<file path="src/rtl/control_unit_if.sv">
// Decode request and registered control-strobe bundle between fetch/decode
// and the control unit.
interface control_unit_if;
  logic       op_valid;
  logic [5:0] op;
  logic       regDst;
  logic       aluSrc;
  logic       memToReg;
  logic       regWrite;
  logic       regWrite2;
  logic       memRead;
  logic       memWrite;
  logic       branch;
  logic       branchN;
  logic       lui;
  logic       jump;
  logic       jal;
  logic [1:0] aluop;
  logic       illegal;

  modport master (
    output op_valid,
    output op,
    input  regDst,
    input  aluSrc,
    input  memToReg,
    input  regWrite,
    input  regWrite2,
    input  memRead,
    input  memWrite,
    input  branch,
    input  branchN,
    input  lui,
    input  jump,
    input  jal,
    input  aluop,
    input  illegal
  );

  modport slave (
    input  op_valid,
    input  op,
    output regDst,
    output aluSrc,
    output memToReg,
    output regWrite,
    output regWrite2,
    output memRead,
    output memWrite,
    output branch,
    output branchN,
    output lui,
    output jump,
    output jal,
    output aluop,
    output illegal
  );
endinterface

</file>
<file path="src/rtl/control_unit.sv">
// Main opcode decoder for the modified MIPS datapath; registered outputs
// line up with the decode/execute boundary.
module control_unit #(
  parameter int OP_W = 6
) (
  input logic         clk,
  input logic         rst_n,
  control_unit_if.slave cu
);

  localparam logic [OP_W-1:0] OP_RTYPE = 6'b000000;
  localparam logic [OP_W-1:0] OP_LW    = 6'b100011;
  localparam logic [OP_W-1:0] OP_SW    = 6'b101011;
  localparam logic [OP_W-1:0] OP_BEQ   = 6'b000100;
  localparam logic [OP_W-1:0] OP_BNE   = 6'b000101;
  localparam logic [OP_W-1:0] OP_ORI   = 6'b001101;
  localparam logic [OP_W-1:0] OP_J     = 6'b000010;
  localparam logic [OP_W-1:0] OP_JAL   = 6'b000011;
  localparam logic [OP_W-1:0] OP_LUI   = 6'b001111;

  localparam logic [1:0] ALU_ADD = 2'b00;
  localparam logic [1:0] ALU_SUB = 2'b01;
  localparam logic [1:0] ALU_FN  = 2'b10;
  localparam logic [1:0] ALU_OR  = 2'b11;

  typedef struct packed {
    logic       regdst;
    logic       alusrc;
    logic       memtoreg;
    logic       regwrite;
    logic       regwrite2;
    logic       memread;
    logic       memwrite;
    logic       branch;
    logic       branchn;
    logic       lui;
    logic       jump;
    logic       jal;
    logic [1:0] aluop;
    logic       illegal;
  } ctrl_t;

  logic  is_r;
  logic  is_lw;
  logic  is_sw;
  logic  is_beq;
  logic  is_bne;
  logic  is_ori;
  logic  is_j;
  logic  is_jal;
  logic  is_lui;
  ctrl_t dec;
  ctrl_t q;

  assign is_r   = (cu.op == OP_RTYPE);
  assign is_lw  = (cu.op == OP_LW);
  assign is_sw  = (cu.op == OP_SW);
  assign is_beq = (cu.op == OP_BEQ);
  assign is_bne = (cu.op == OP_BNE);
  assign is_ori = (cu.op == OP_ORI);
  assign is_j   = (cu.op == OP_J);
  assign is_jal = (cu.op == OP_JAL);
  assign is_lui = (cu.op == OP_LUI);

  // Unsupported opcodes fall through to a bubble with only illegal set.
  always_comb begin
    dec = '0;
    unique case (1'b1)
      is_r: begin
        dec.regdst    = 1'b1;
        dec.regwrite  = 1'b1;
        dec.regwrite2 = 1'b1;
        dec.aluop     = ALU_FN;
      end
      is_lw: begin
        dec.alusrc   = 1'b1;
        dec.memtoreg = 1'b1;
        dec.regwrite = 1'b1;
        dec.memread  = 1'b1;
        dec.aluop    = ALU_ADD;
      end
      is_sw: begin
        dec.alusrc   = 1'b1;
        dec.memwrite = 1'b1;
        dec.aluop    = ALU_ADD;
      end
      is_beq: begin
        dec.branch = 1'b1;
        dec.aluop  = ALU_SUB;
      end
      is_bne: begin
        dec.branchn = 1'b1;
        dec.aluop   = ALU_SUB;
      end
      is_ori: begin
        dec.alusrc   = 1'b1;
        dec.regwrite = 1'b1;
        dec.aluop    = ALU_OR;
      end
      is_j: begin
        dec.jump  = 1'b1;
        dec.aluop = ALU_ADD;
      end
      is_jal: begin
        dec.jump     = 1'b1;
        dec.jal      = 1'b1;
        dec.regwrite = 1'b1;
        dec.aluop    = ALU_ADD;
      end
      is_lui: begin
        dec.alusrc   = 1'b1;
        dec.regwrite = 1'b1;
        dec.lui      = 1'b1;
        dec.aluop    = ALU_ADD;
      end
      default: begin
        dec.illegal = 1'b1;
      end
    endcase
  end

  always_ff @(posedge clk) begin
    if (!rst_n) begin
      q <= '0;
    end else if (!cu.op_valid) begin
      q <= '0;
    end else begin
      q <= dec;
    end
  end

  assign cu.regDst    = q.regdst;
  assign cu.aluSrc    = q.alusrc;
  assign cu.memToReg  = q.memtoreg;
  assign cu.regWrite  = q.regwrite;
  assign cu.regWrite2 = q.regwrite2;
  assign cu.memRead   = q.memread;
  assign cu.memWrite  = q.memwrite;
  assign cu.branch    = q.branch;
  assign cu.branchN   = q.branchn;
  assign cu.lui       = q.lui;
  assign cu.jump      = q.jump;
  assign cu.jal       = q.jal;
  assign cu.aluop     = q.aluop;
  assign cu.illegal   = q.illegal;

endmodule

</file>
<file path="src/flat_wrapper.sv">
// flat-port wrapper written by rule: the top's interface ports become plain ports
module control_unit_flat 
#(
  parameter int OP_W = 6
)
  (clk, rst_n, cu_op_valid, cu_op, cu_regDst, cu_aluSrc, cu_memToReg, cu_regWrite, cu_regWrite2, cu_memRead, cu_memWrite, cu_branch, cu_branchN, cu_lui, cu_jump, cu_jal, cu_aluop, cu_illegal);
  control_unit_if cu_i ();
  input logic clk;
  input logic rst_n;
  input wire logic [$bits(cu_i.op_valid)-1:0] cu_op_valid;
  input wire logic [$bits(cu_i.op)-1:0] cu_op;
  output wire logic [$bits(cu_i.regDst)-1:0] cu_regDst;
  output wire logic [$bits(cu_i.aluSrc)-1:0] cu_aluSrc;
  output wire logic [$bits(cu_i.memToReg)-1:0] cu_memToReg;
  output wire logic [$bits(cu_i.regWrite)-1:0] cu_regWrite;
  output wire logic [$bits(cu_i.regWrite2)-1:0] cu_regWrite2;
  output wire logic [$bits(cu_i.memRead)-1:0] cu_memRead;
  output wire logic [$bits(cu_i.memWrite)-1:0] cu_memWrite;
  output wire logic [$bits(cu_i.branch)-1:0] cu_branch;
  output wire logic [$bits(cu_i.branchN)-1:0] cu_branchN;
  output wire logic [$bits(cu_i.lui)-1:0] cu_lui;
  output wire logic [$bits(cu_i.jump)-1:0] cu_jump;
  output wire logic [$bits(cu_i.jal)-1:0] cu_jal;
  output wire logic [$bits(cu_i.aluop)-1:0] cu_aluop;
  output wire logic [$bits(cu_i.illegal)-1:0] cu_illegal;
  assign cu_i.op_valid = cu_op_valid;
  assign cu_i.op = cu_op;
  assign cu_regDst = cu_i.regDst;
  assign cu_aluSrc = cu_i.aluSrc;
  assign cu_memToReg = cu_i.memToReg;
  assign cu_regWrite = cu_i.regWrite;
  assign cu_regWrite2 = cu_i.regWrite2;
  assign cu_memRead = cu_i.memRead;
  assign cu_memWrite = cu_i.memWrite;
  assign cu_branch = cu_i.branch;
  assign cu_branchN = cu_i.branchN;
  assign cu_lui = cu_i.lui;
  assign cu_jump = cu_i.jump;
  assign cu_jal = cu_i.jal;
  assign cu_aluop = cu_i.aluop;
  assign cu_illegal = cu_i.illegal;
  control_unit #(.OP_W(OP_W)) u_core (.clk(clk), .rst_n(rst_n), .cu(cu_i));
endmodule
</file>
<file path="config.mk">
export PLATFORM = sky130hd
export DESIGN_NAME = control_unit_flat
export DESIGN_NICKNAME = d
export VERILOG_FILES = /design/src/rtl/control_unit_if.sv /design/src/rtl/control_unit.sv /design/src/flat_wrapper.sv
export SDC_FILE = /design/constraint.sdc
export NUM_CORES = 1
export LEC_CHECK = 0
export ABC_AREA = 1
export BUFFER_PORTS_ARGS = -buffer_cell sky130_fd_sc_hd__buf_2
export CELL_PAD_IN_SITES_DETAIL_PLACEMENT = 1
export CELL_PAD_IN_SITES_GLOBAL_PLACEMENT = 1
export CORE_UTILIZATION = 29
export CTS_CLUSTER_DIAMETER = 100
export DETAILED_ROUTE_END_ITERATION = 10
export GPL_ROUTABILITY_DRIVEN = 0
export PLACE_DENSITY_LB_ADDON = 0.2
export REMOVE_ABC_BUFFERS = 1
export SLEW_MARGIN = 30
export SYNTH_ARGS = -nofsm -noshare
export SYNTH_HDL_FRONTEND = slang
export SYNTH_SLANG_ARGS = --single-unit
</file>
<file path="constraint.sdc">
create_clock -name clk -period 1 [get_ports clk]
set_clock_uncertainty 0.2 [all_clocks]
set_input_delay 0.2 -clock clk [delete_from_list [all_inputs] [get_ports clk]]
set_output_delay 0.2 -clock clk [all_outputs]
set_load 0.01 [all_outputs]
</file>
After elaboration in Yosys (flattened, before gate mapping)

Cells that the tools add are included.

Logic and storage cells: 39
Input port bits: 9
Output and inout port bits: 15
Register bits after elaboration: 13

Equality and inequality tests: 8
Muxes and demuxes: 12
Reduce and logical (&&, ||, !) cells: 7

Operators with widths:

| operator                                                               | count |
|---|---|
| 6-bit by 2-bit equality test with 1-bit output (second input constant) | 2 |
| 6-bit by 3-bit equality test with 1-bit output (second input constant) | 2 |
| 6-bit by 4-bit equality test with 1-bit output (second input constant) | 2 |
| 6-bit equality test (second input constant)                            | 2 |
| 1-bit 2-to-1 mux                                                       | 11 |
| 9-bit OR reduction                                                     | 1 |
| 6-bit zero test                                                        | 1 |
| 2-bit case mux with 3 select lines                                     | 1 |
| 5-bit OR reduction                                                     | 1 |
| 2-bit OR reduction                                                     | 2 |
| 4-bit OR reduction                                                     | 1 |
| 2-bit AND reduction                                                    | 1 |

Longest topological paths before layout

Gate-level depths: netlist of run 1.

Depth in word-level cells: 3
Mapped depth: 7
Mapped depth without buffers: 7

Worst setup path after synthesis of run 1

No wires, ideal clock.

Kind: input-to-reg
Start: in cu_op[3]
End: reg u_core.q, in the netlist u_core.cu.illegal
Library setup time: 111 ps
Slack: 79 ps
Buffers on the path: 0
Required time: 689 ps
Stages: 6
Data arrival time: 610 ps
Path through: nor2_1 -> nand2_1 -> nand2_1 -> nand2_1 -> nand2_1 -> nor2_1

Word-level cells in the longest chain between the ends: 3
Elaborated cells between the ends (all ways): 11
Classes of those cells: eq/ne (8); mux (1); reduce/logical (2)

Ends and longest elaborated chain:

| element                                                                      | line                | source |
|---|---|---|
| start: declaration                                                           | flat_wrapper.sv:11  | `input wire logic [$bits(cu_i.op)-1:0] cu_op;` |
| 6-bit by 4-bit equality test with 1-bit output, or another cell as far along | control_unit.sv:63  | `assign is_lui = (cu.op == OP_LUI);` |
| 9-bit OR reduction (no source line) *                                        | -                   |  |
| 1-bit 2-to-1 mux *                                                           | control_unit.sv:68  | `unique case (1'b1)` |
| end signal: assignment                                                       | control_unit.sv:124 | `q <= '0;` |
| end signal: assignment                                                       | control_unit.sv:126 | `q <= '0;` |
| end signal: assignment                                                       | control_unit.sv:128 | `q <= dec;` |
| end: declaration                                                             | control_unit.sv:53  | `ctrl_t q;` |

Every way passes the cells marked *; elsewhere a longest branch is shown, timed or not.
A chain may end at the register's enable or synchronous reset.

==> results of run 1 <==
## Yosys cell counts, drive strengths merged
| master | n | area (um2) |
|---|---|---|
| nor4 | 2 | 12.5 |
| inv | 9 | 33.8 |
| nand3 | 3 | 15.0 |
| nor3 | 4 | 20.0 |
| a21oi | 3 | 15.0 |
| nand4 | 4 | 25.0 |
| nor2 | 8 | 37.5 |
| dfxtp | 13 | 260 |
| buf | 3 | 20.0 |
| nand2 | 15 | 56.3 |
## stage by stage
stage / utilization [%] / power, uW / hold slack, ns / setup WS [ns] / instances
floorplan: - / 584 / 0.0780 / -0.0213 / 61
global placement: 43.0 / 649 / 0.221 / -0.122 / 108
detailed placement: 43.0 / 651 / 0.232 / -0.150 / 108
CTS: 45.7 / 965 / -0.0600 / -0.121 / 112
global route: 47.4 / 1010 / -0.0532 / -0.160 / 112
finish: 47.4 / 959 / -0.0583 / -0.129 / 112
## layout by cell type, fill, tap and decap left out
cell and instances:
buf_2 17, nand2_1 15, dfxtp_1 9, inv_1 8, buf_4 8, nor2_1 7, buf_6 6, nand4_1 4
nor3_1 4, dfxtp_2 4, nand3_1 3, a21oi_1 3, clkbuf_4 3, nor4_1 2, nor2_4 1, inv_2 1
clkbuf_1 1
## layer usage
metal	wire [um]	track usage, %	up-vias
li1	-	-	270
met1	571	20.1	246
met2	616	27.0	18
met3	59	3.75	5
met4	37	11.3	0
met5	0	0	-
## flip-flops by register name, summed over array words and instances, names as in the netlist
signal              cells
u_core.cu.memToReg      1
u_core.cu.aluSrc        1
u_core.cu.branch        1
u_core.cu.illegal       1
u_core.cu.lui           1
u_core.cu.jal           1
u_core.cu.branchN       1
u_core.cu.regDst        1
u_core.cu.jump          1
u_core.cu.aluop         2
u_core.cu.memWrite      1
u_core.cu.regWrite      1
## power groups by stage
stage                     clock network (uW)  logic (uW)  registers (uW)
after global placement                     0         112             536
after global routing                     352         131             525
final                                    317         117             524
after floorplan                            0        43.3             540
after detailed placement                   0         115             537
after CTS                                324         117             524
## kinds of logic after synthesis
| family | synth area share, % |
|---|---|
| AND/OR/NAND/NOR | 33.6 |
| flip-flops | 52.5 |
| AO/OA/AOI/OAI | 3.03 |
| buffers and inverters | 10.9 |
## cell type report
type                       instances  area share [%]
inverter                           9            4.57
tap                               16            2.71
multi-input combinational         39            24.5
clock buffer                       4            3.55
sequential                        13            35.9
timing repair buffer              31            28.8
## repair_timing
| item | CTS | global route |
|---|---|---|
| endpoints found under the hold margin | 1 | 1 |
| setup endpoints to repair | 15 | 15 |
| gates resized for setup | 4 | 6 |
## how the worst min path moves through the flow
stage,start,to,slack [ns]
2_1_floorplan,cu_op[3],u_core.cu.branchN,0.08
3_3_place_gp,cu_op[3],u_core.cu.branchN,0.22
3_5_place_dp,cu_op[3],u_core.cu.branchN,0.23
4_1_cts,cu_op[3],u_core.cu.branchN,-0.06
5_1_grt,cu_op[3],u_core.cu.branchN,-0.05
6_report,cu_op[3],u_core.cu.branchN,-0.06
==> metrics.csv, run 1 <==
metric,value,unit
status,"finished, violations left",
violations,"DRC, hold timing, setup timing",
place_area,671,um2
synthDistinctLibCells,13,
critPathSlowestCell,dfxtp_2,
port-buffer-count,23,
die_w,43.3,um
drcViolationCount,2,
antenna_found_initial,0,
area_growth,49.2,%
synth_warnings,0,
num_io_pins,24,
vias,539,
critical_path.max_fanout,2,
p_int,728,uW
htreeDepth,1,
num-fill-cells,212,
switching_share,24.1,%
dieArea,1880,um2
cts-root-buf,clkbuf_4,
ys_seq_area_share,52.5,%
start_util,31.8,%
nets,106,
wl_per_cell,11.5,um
post_cts_buffers,0,
drt-pass1-iter-count,7,
period_share,113,%
cts_num_sinks,13,
peakVddDrop,0.000488,V
power_frac_seq,54.7,%
cp-end-kind,primary output,
cts_buffers,3,
power.density,1300,nW/um2
fin_area,739,um2
cp_num_cells,1,
cp-start-kind,register,
fin_ws,-0.129,ns
path_class,reg -> out,
core-area,1560,um2
rsz0062_at_grt,yes,
antenna_cells,0,
grt_max_degree,8,
cp_num_buf_inv,1,
cp-endpoint,cu_memRead,
grt.overflow.total,0,
power_frac_comb,12.2,%
cts.clk_slew.worst_paths,0.07,ns
finalHoldViolCount,1,
slew_headroom,86.0,%
p_leak,0.000399,uW
startpoint,u_core.cu.memToReg,
whs,-0.0583,ns
worstMarginPinSlew,0.209,ns
ys_ff_latch,13,
drive_gt1_share,41.7,%
setup_tns,-1.55,ns
die_h,43.3,um
routed_wl,1.28,mm
cp_data_required_time,0.60,ns
regArea,265,um2
cp_cell_sequence,buf_6,
grt_pass1_vias,517,
max_clock_freq,885,MHz
whs_path_depth,2,
multiInputGateArea,181,um2
report.final.setup_viol,15,
grt_usage,16.8,%
crit_arrival,0.73,ns
cts_tree,done,
period_minus_slack,1.13,ns
p_sw,231,uW
avgSynthCellArea,7.74,um2
via_per_inst,4.81,
drv_cap,0,
clkPwrFrac,33.1,%
cp_top_family,flip-flops,
drv_slew,0,
drt_iter0_drc,6,
cp_slowest_stage_delay,0.35,ns
hold_path_class,in -> reg,
grt_pass1_wl,2.24,mm
synthCells,64,
syn_area,495,um2
ant_nets,0,
rows,14,
cts_buffer_depth,2,
hpwl,986,um
Power figures use the tool's default switching activity.
==> run 2, diff against run 1 <==
--- a/config.mk
+++ b/config.mk
@@ -5,11 +5,10 @@
 export SDC_FILE = /design/constraint.sdc
 export NUM_CORES = 1
 export LEC_CHECK = 0
-export ABC_AREA = 1
 export BUFFER_PORTS_ARGS = -buffer_cell sky130_fd_sc_hd__buf_2
 export CELL_PAD_IN_SITES_DETAIL_PLACEMENT = 1
 export CELL_PAD_IN_SITES_GLOBAL_PLACEMENT = 1
-export CORE_UTILIZATION = 29
+export CORE_UTILIZATION = 31
 export CTS_CLUSTER_DIAMETER = 100
 export DETAILED_ROUTE_END_ITERATION = 10
 export GPL_ROUTABILITY_DRIVEN = 0
==> run 2 against run 1 <==
Compared with the run above:
- highest routed layer unchanged
- clock power is 5% higher
- setup slack lost 0.00061 ns
- die area down 0.97%
- first-iteration DRC count shrank 67%
- synthesized area up 5.8%
- critical path depth stayed put
- the flow finishes with violations (hold timing, setup timing)
- combinational power rose by 63%
- worst hold slack gained 0.026 ns
- count of clock-buffer cells in the layout unchanged
==> metrics.csv, run 2 <==
metric,value,unit,change
layout_commonest_cell,buf_4,,was buf_2
cts-root-buf,clkbuf_4,,unchanged
cts.clk_slew.worst_paths,0.08,ns,was 0.07 ns
power_frac_seq,50.0,%,was 54.7%
rsz0062_at_grt,yes,,unchanged
synth_top_family_by_area,simple AND/OR/NAND/NOR gates,,unchanged
grt_usage,19.0,%,was 16.8%
finalNonFillerCells,110,,was 112
p_int,785,uW,was 728 uW
hpwl,1.11,mm,was 986 um
period_share,113,%,about the same
cp-start-kind,register,,unchanged
num_io_pins,24,,unchanged
synth_fa_ha_area_share,0,%,unchanged
synth_compound_area_share,10.0,%,was 3.03%
synth.area.top_cells,"dfxtp_1 (50%), nor3_1 (4.8%), a211oi_1 (4.3%), buf_4 (4.3%), buf_6 (4.3%)",,"was dfxtp_1 (53%), nand2_1 (11%), inv_1 (6.1%), nor2_1 (5.3%), nand4_1 (5.1%)"
start_util,34.0,%,was 31.8%
grt_max_degree,8,,unchanged
startpoint,u_core.cu.regDst,,was u_core.cu.memToReg
vias,539,,unchanged
synth_mux_area_share,0,%,unchanged
cp-end-kind,primary output,,unchanged
area_growth,74.7,%,was 49.2%
drive_gt1_share,68.1,%,was 41.7%
syn_area,524,um2,was 495 um2
drt_iter0_drc,2,,was 6
core-area,1540,um2,was 1560 um2
p_leak,0.000424,uW,was 0.000399 uW
synthFlopType,dfxtp_1,,unchanged
synthDistinctLibCells,22,,was 13
dp.cells,103,,was 108
cp_top_family,flip-flops,,unchanged
port-buffer-count,23,,unchanged
dieArea,1860,um2,was 1880 um2
whs_path_depth,3,,was 2
htreeDepth,1,,unchanged
cp_num_cells,1,,unchanged
cp-endpoint,cu_regDst,,was cu_memRead
cts_buffer_depth,2,,unchanged
die_h,43.1,um,was 43.3 um
finalHoldViolCount,2,,was 1
largest_reg_flops,2,,unchanged
synth_common_cells,"dfxtp_1 (13), nor3_1 (5), nand2_1 (4)",,"was nand2_1 (15), dfxtp_1 (13), inv_1 (8)"
synth-async-reset-ratio,0,%,unchanged
path_class,reg -> out,,unchanged
avgSynthCellArea,10.1,um2,was 7.74 um2
ant_nets,0,,unchanged
routed_wl,1.60,mm,was 1.28 mm
final_cell_mix,"buf_4 (19), buf_2 (14), dfxtp_1 (10)",,"was buf_2 (17), nand2_1 (15), dfxtp_1 (9)"
synth_edf_count,0,,unchanged
worstMarginPinSlew,0.213,ns,was 0.209 ns
hold_path_class,in -> reg,,unchanged
drv_cap,0,,unchanged
grt.overflow.total,0,,unchanged
power_frac_comb,18.2,%,was 12.2%
max_clock_freq,885,MHz,about the same
period_minus_slack,1.13,ns,about the same
power.density,1140,nW/um2,was 1300 nW/um2
clkPwrFrac,31.7,%,was 33.1%
cp_num_buf_inv,1,,unchanged
cts_tree,done,,unchanged
status,"finished, violations left",,unchanged
switching_share,25.0,%,was 24.1%
drt-pass1-iter-count,4,,was 7
critical_path.max_fanout,2,,unchanged
synth_most_common_cell,dfxtp_1,,was nand2_1
whs,-0.0325,ns,was -0.0583 ns
via_per_inst,4.90,,was 4.81
rows,14,,unchanged
report.final.setup_viol,17,,was 15
synthCells,52,,was 64
critPathSlowestCell,dfxtp_2,,unchanged
synth_warnings,0,,unchanged
slew_headroom,85.7,%,was 86.0%
violations,"hold timing, setup timing",,"was DRC, hold timing, setup timing"
crit_arrival,0.73,ns,about the same
fin_ws,-0.130,ns,was -0.129 ns
drcViolationCount,0,,was 2
yosysTopAreaCell,dfxtp_1,,unchanged
p_sw,261,uW,was 231 uW
cp_cell_sequence,buf_6,,unchanged
die_w,43.1,um,was 43.3 um
cp_slowest_stage_delay,0.35,ns,about the same
cts_buffers,3,,unchanged
synthSimpleGateAreaFrac,31.0,%,was 33.6%
ys_ff_latch,13,,unchanged
wl_per_cell,14.6,um,was 11.5 um
cts_num_sinks,13,,unchanged
ys_seq_area_share,49.6,%,was 52.5%
antenna_cells,0,,unchanged
synth-xor-area-share,0,%,unchanged
cp_data_required_time,0.60,ns,about the same
finalPower,1050,uW,was 959 uW
grt_pass1_vias,516,,was 517
antenna_found_initial,0,,unchanged
synth_top_area_share,49.6,%,was 52.5%
grt_pass1_wl,2.46,mm,was 2.24 mm
nets,104,,was 106
setup_tns,-1.80,ns,was -1.55 ns
drv_slew,0,,unchanged
peakVddDrop,0.000695,V,was 0.000488 V
==> run 2: repair_timing <==
action                                  4_1_cts  5_1_grt
resized for setup                            22        8
cloned                                        0        0
endpoints found under the hold margin         3        2
setup buffers                                 3        0
pin swaps                                     7        1
endpoints found under the setup margin       23       23
==> run 2: worst min-delay path by stage <==
stage | slack, ns | end | from
floorplan | 0.07 | u_core.cu.memWrite | cu_op[2]
global placement | 0.32 | u_core.cu.aluop[1] | cu_op[1]
detailed placement | 0.32 | u_core.cu.aluop[1] | cu_op[1]
CTS | -0.04 | u_core.cu.aluop[1] | cu_op[1]
global route | -0.04 | u_core.cu.aluop[1] | cu_op[1]
finish | -0.03 | u_core.cu.aluop[1] | cu_op[1]
==> run 2: final cells by class <==
cell class | count | area [um2]
inverter | 1 | 3.75
clock buffer | 4 | 26.3
sequential | 13 | 264
tap | 16 | 20.0
multi-input combinational | 33 | 265
timing repair buffer | 43 | 337
fill | 184 | 626
==> run 2: cells by family after synthesis <==
| group | Yosys count |
|---|---|
| AO/OA/AOI/OAI | 7 |
| buffers and inverters | 6 |
| flip-flops | 13 |
| AND/OR/NAND/NOR | 26 |
==> run 2: power by group through the flow <==
stage | logic (uW) | registers [uW] | clock network [uW]
after floorplan | 32.8 | 539 | 0
after global placement | 135 | 535 | 0
after detailed placement | 140 | 536 | 0
after CTS | 177 | 523 | 338
after global routing | 203 | 524 | 362
final | 191 | 523 | 332
==> run 2: per-layer routing <==
metal / part of all wire, % / vias up / wire [um] / GRT usage (%)
met5: 0 / - / 0 / 0
met4: 1.7 / 0 / 27 / 10.9
met3: 4.4 / 4 / 71 / 5.11
met2: 51 / 19 / 820 / 30.7
met1: 43 / 253 / 683 / 22.1
li1: - / 263 / - / -
==> run 2: metrics by stage <==
stage | util, % | area [um2] | setup slack, ns
finish | 59.4 | 916 | -0.130
detailed placement | 48.1 | 742 | -0.436
global placement | 48.1 | 742 | -0.420
global route | 59.4 | 916 | -0.161
CTS | 56.9 | 877 | -0.133
floorplan | - | 479 | -0.282
==> run 3, diff against run 2 <==
--- a/config.mk
+++ b/config.mk
@@ -14,6 +14,7 @@
 export GPL_ROUTABILITY_DRIVEN = 0
 export PLACE_DENSITY_LB_ADDON = 0.2
 export REMOVE_ABC_BUFFERS = 1
+export SETUP_SLACK_MARGIN = 0.3
 export SLEW_MARGIN = 30
 export SYNTH_ARGS = -nofsm -noshare
 export SYNTH_HDL_FRONTEND = slang
==> run 3 against run 2 <==
Compared with the run above:
- the run still ends with hold timing, setup timing left
- core utilization increased by 5.1 points
- worst hold slack improved by 0.022 ns
- combinational power increased by 16%
- cell count increased by 1.8%
- fmax decreased by 3.5%
- clock power about the same
- flip-flop and latch count unchanged
- first-iteration DRC count increased to 2.5 times the previous value
- final area increased by 8.6%
- sequential share of layout area decreased by 2.3 points
- largest power group unchanged
==> metrics.csv, run 3 (synthesized netlist as in run 2, its figures left out) <==
metric,value,unit,change
area_growth,89.7,%,was 74.7%
wl_per_cell,17.0,um,was 14.6 um
cts_num_sinks,13,,unchanged
routed_wl,1.90,mm,was 1.60 mm
hold_path_class,in -> reg,,unchanged
grt_usage,20.9,%,was 19.0%
cp_top_family,flip-flops,,unchanged
cp-start-kind,register,,unchanged
grt_pass1_wl,2.74,mm,was 2.46 mm
drive_gt1_share,78.1,%,was 68.1%
cp_data_required_time,0.60,ns,about the same
antenna_cells,0,,unchanged
fin_ws,-0.171,ns,was -0.130 ns
drt_iter0_drc,5,,was 2
core-area,1540,um2,unchanged
hpwl,1.11,mm,unchanged
drt-pass1-iter-count,4,,unchanged
num_io_pins,24,,unchanged
die_w,43.1,um,unchanged
layout_commonest_cell,buf_4,,unchanged
cts-root-buf,clkbuf_4,,unchanged
die_h,43.1,um,unchanged
largest_reg_flops,2,,unchanged
regArea,264,um2,unchanged
period_minus_slack,1.17,ns,was 1.13 ns
worstMarginPinSlew,0.197,ns,was 0.213 ns
rsz0062_at_grt,yes,,unchanged
max_clock_freq,854,MHz,was 885 MHz
cp_slowest_stage_delay,0.34,ns,was 0.35 ns
crit_arrival,0.77,ns,was 0.73 ns
grt_pass1_vias,559,,was 516
multiInputGateArea,318,um2,was 265 um2
cp-end-kind,primary output,,unchanged
rows,14,,unchanged
cp_cell_sequence,buf_2,,was buf_6
num-fill-cells,170,,was 184
critPathSlowestCell,dfxtp_1,,was dfxtp_2
grt_max_degree,8,,unchanged
p_leak,0.000458,uW,was 0.000424 uW
report.final.setup_viol,21,,was 17
cp_num_buf_inv,1,,unchanged
port-buffer-count,23,,unchanged
critical_path.max_fanout,1,,was 2
drv_slew,0,,unchanged
antenna_found_initial,0,,unchanged
finalPower,1080,uW,was 1050 uW
cts.clk_slew.worst_paths,0.08,ns,about the same
htreeDepth,1,,unchanged
drv_cap,0,,unchanged
violations,"hold timing, setup timing",,unchanged
start_util,34.0,%,unchanged
whs,-0.0103,ns,was -0.0325 ns
drcViolationCount,0,,unchanged
cts_tree,done,,unchanged
final_cell_mix,"buf_4 (17), buf_2 (14), buf_6 (12)",,"was buf_4 (19), buf_2 (14), dfxtp_1 (10)"
vias,584,,was 539
slew_headroom,86.8,%,was 85.7%
peakVddDrop,0.000627,V,was 0.000695 V
nets,106,,was 104
grt.overflow.total,0,,unchanged
dieArea,1860,um2,unchanged
cts_buffers,3,,unchanged
path_class,reg -> out,,unchanged
cts_buffer_depth,2,,unchanged
via_per_inst,5.21,,was 4.90
ant_nets,0,,unchanged
power.density,1080,nW/um2,was 1140 nW/um2
status,"finished, violations left",,unchanged
finalHoldViolCount,2,,unchanged
period_share,117,%,was 113%
-- run 3: changes by cell type in the layout (fill, tap and decap cells not counted), moves of 2 or more --
cell,change
buf_4,-2
buf_6,+5
nor3_1,-2
nor3_2,+2
-- run 3: layer usage --
metal,GRT usage (%),vias to the layer above,part of all wire [%]
li1,-,273,-
met5,0,-,0
met3,5.11,10,5.4
met2,34.9,31,48
met1,25.2,270,41
met4,8.48,0,5.4
-- run 3: final cells by class --
cell class                 instances  area share, %
timing repair buffer              45           36.5
multi-input combinational         33           31.9
sequential                        13           26.5
clock buffer                       4           2.64
tap                               16           2.01
inverter                           1          0.377
-- run 3: through the flow --
step / area, um2 / setup TNS (ns) / utilization, % / setup slack (ns) / cells
floorplan: 479 / -0.815 / - / -0.282 / 47
global placement: 742 / -3.84 / 48.1 / -0.420 / 103
detailed placement: 742 / -4.15 / 48.1 / -0.436 / 103
CTS: 927 / -1.87 / 60.1 / -0.133 / 110
global route: 995 / -2.59 / 64.5 / -0.186 / 112
finish: 995 / -2.02 / 64.5 / -0.171 / 112
-- run 3: final timing paths --
check                 slack (ns)  cells after the start          start            endpoint
worst min-delay path       -0.01                      3       cu_op[1]  u_core.cu.aluop[1]
worst max-delay path       -0.17                      1  u_core.cu.jal              cu_jal
-- run 3: timing repair --
action	CTS	global route
resized for setup	34	11
pin swaps	11	4
setup endpoints to repair	28	28
buffers inserted	3	2
hold endpoints to repair	4	2
-- run 3: power breakdown --
part           internal, uW  switching [uW]
clock network           155             179
registers               522            1.37
logic                   120             101
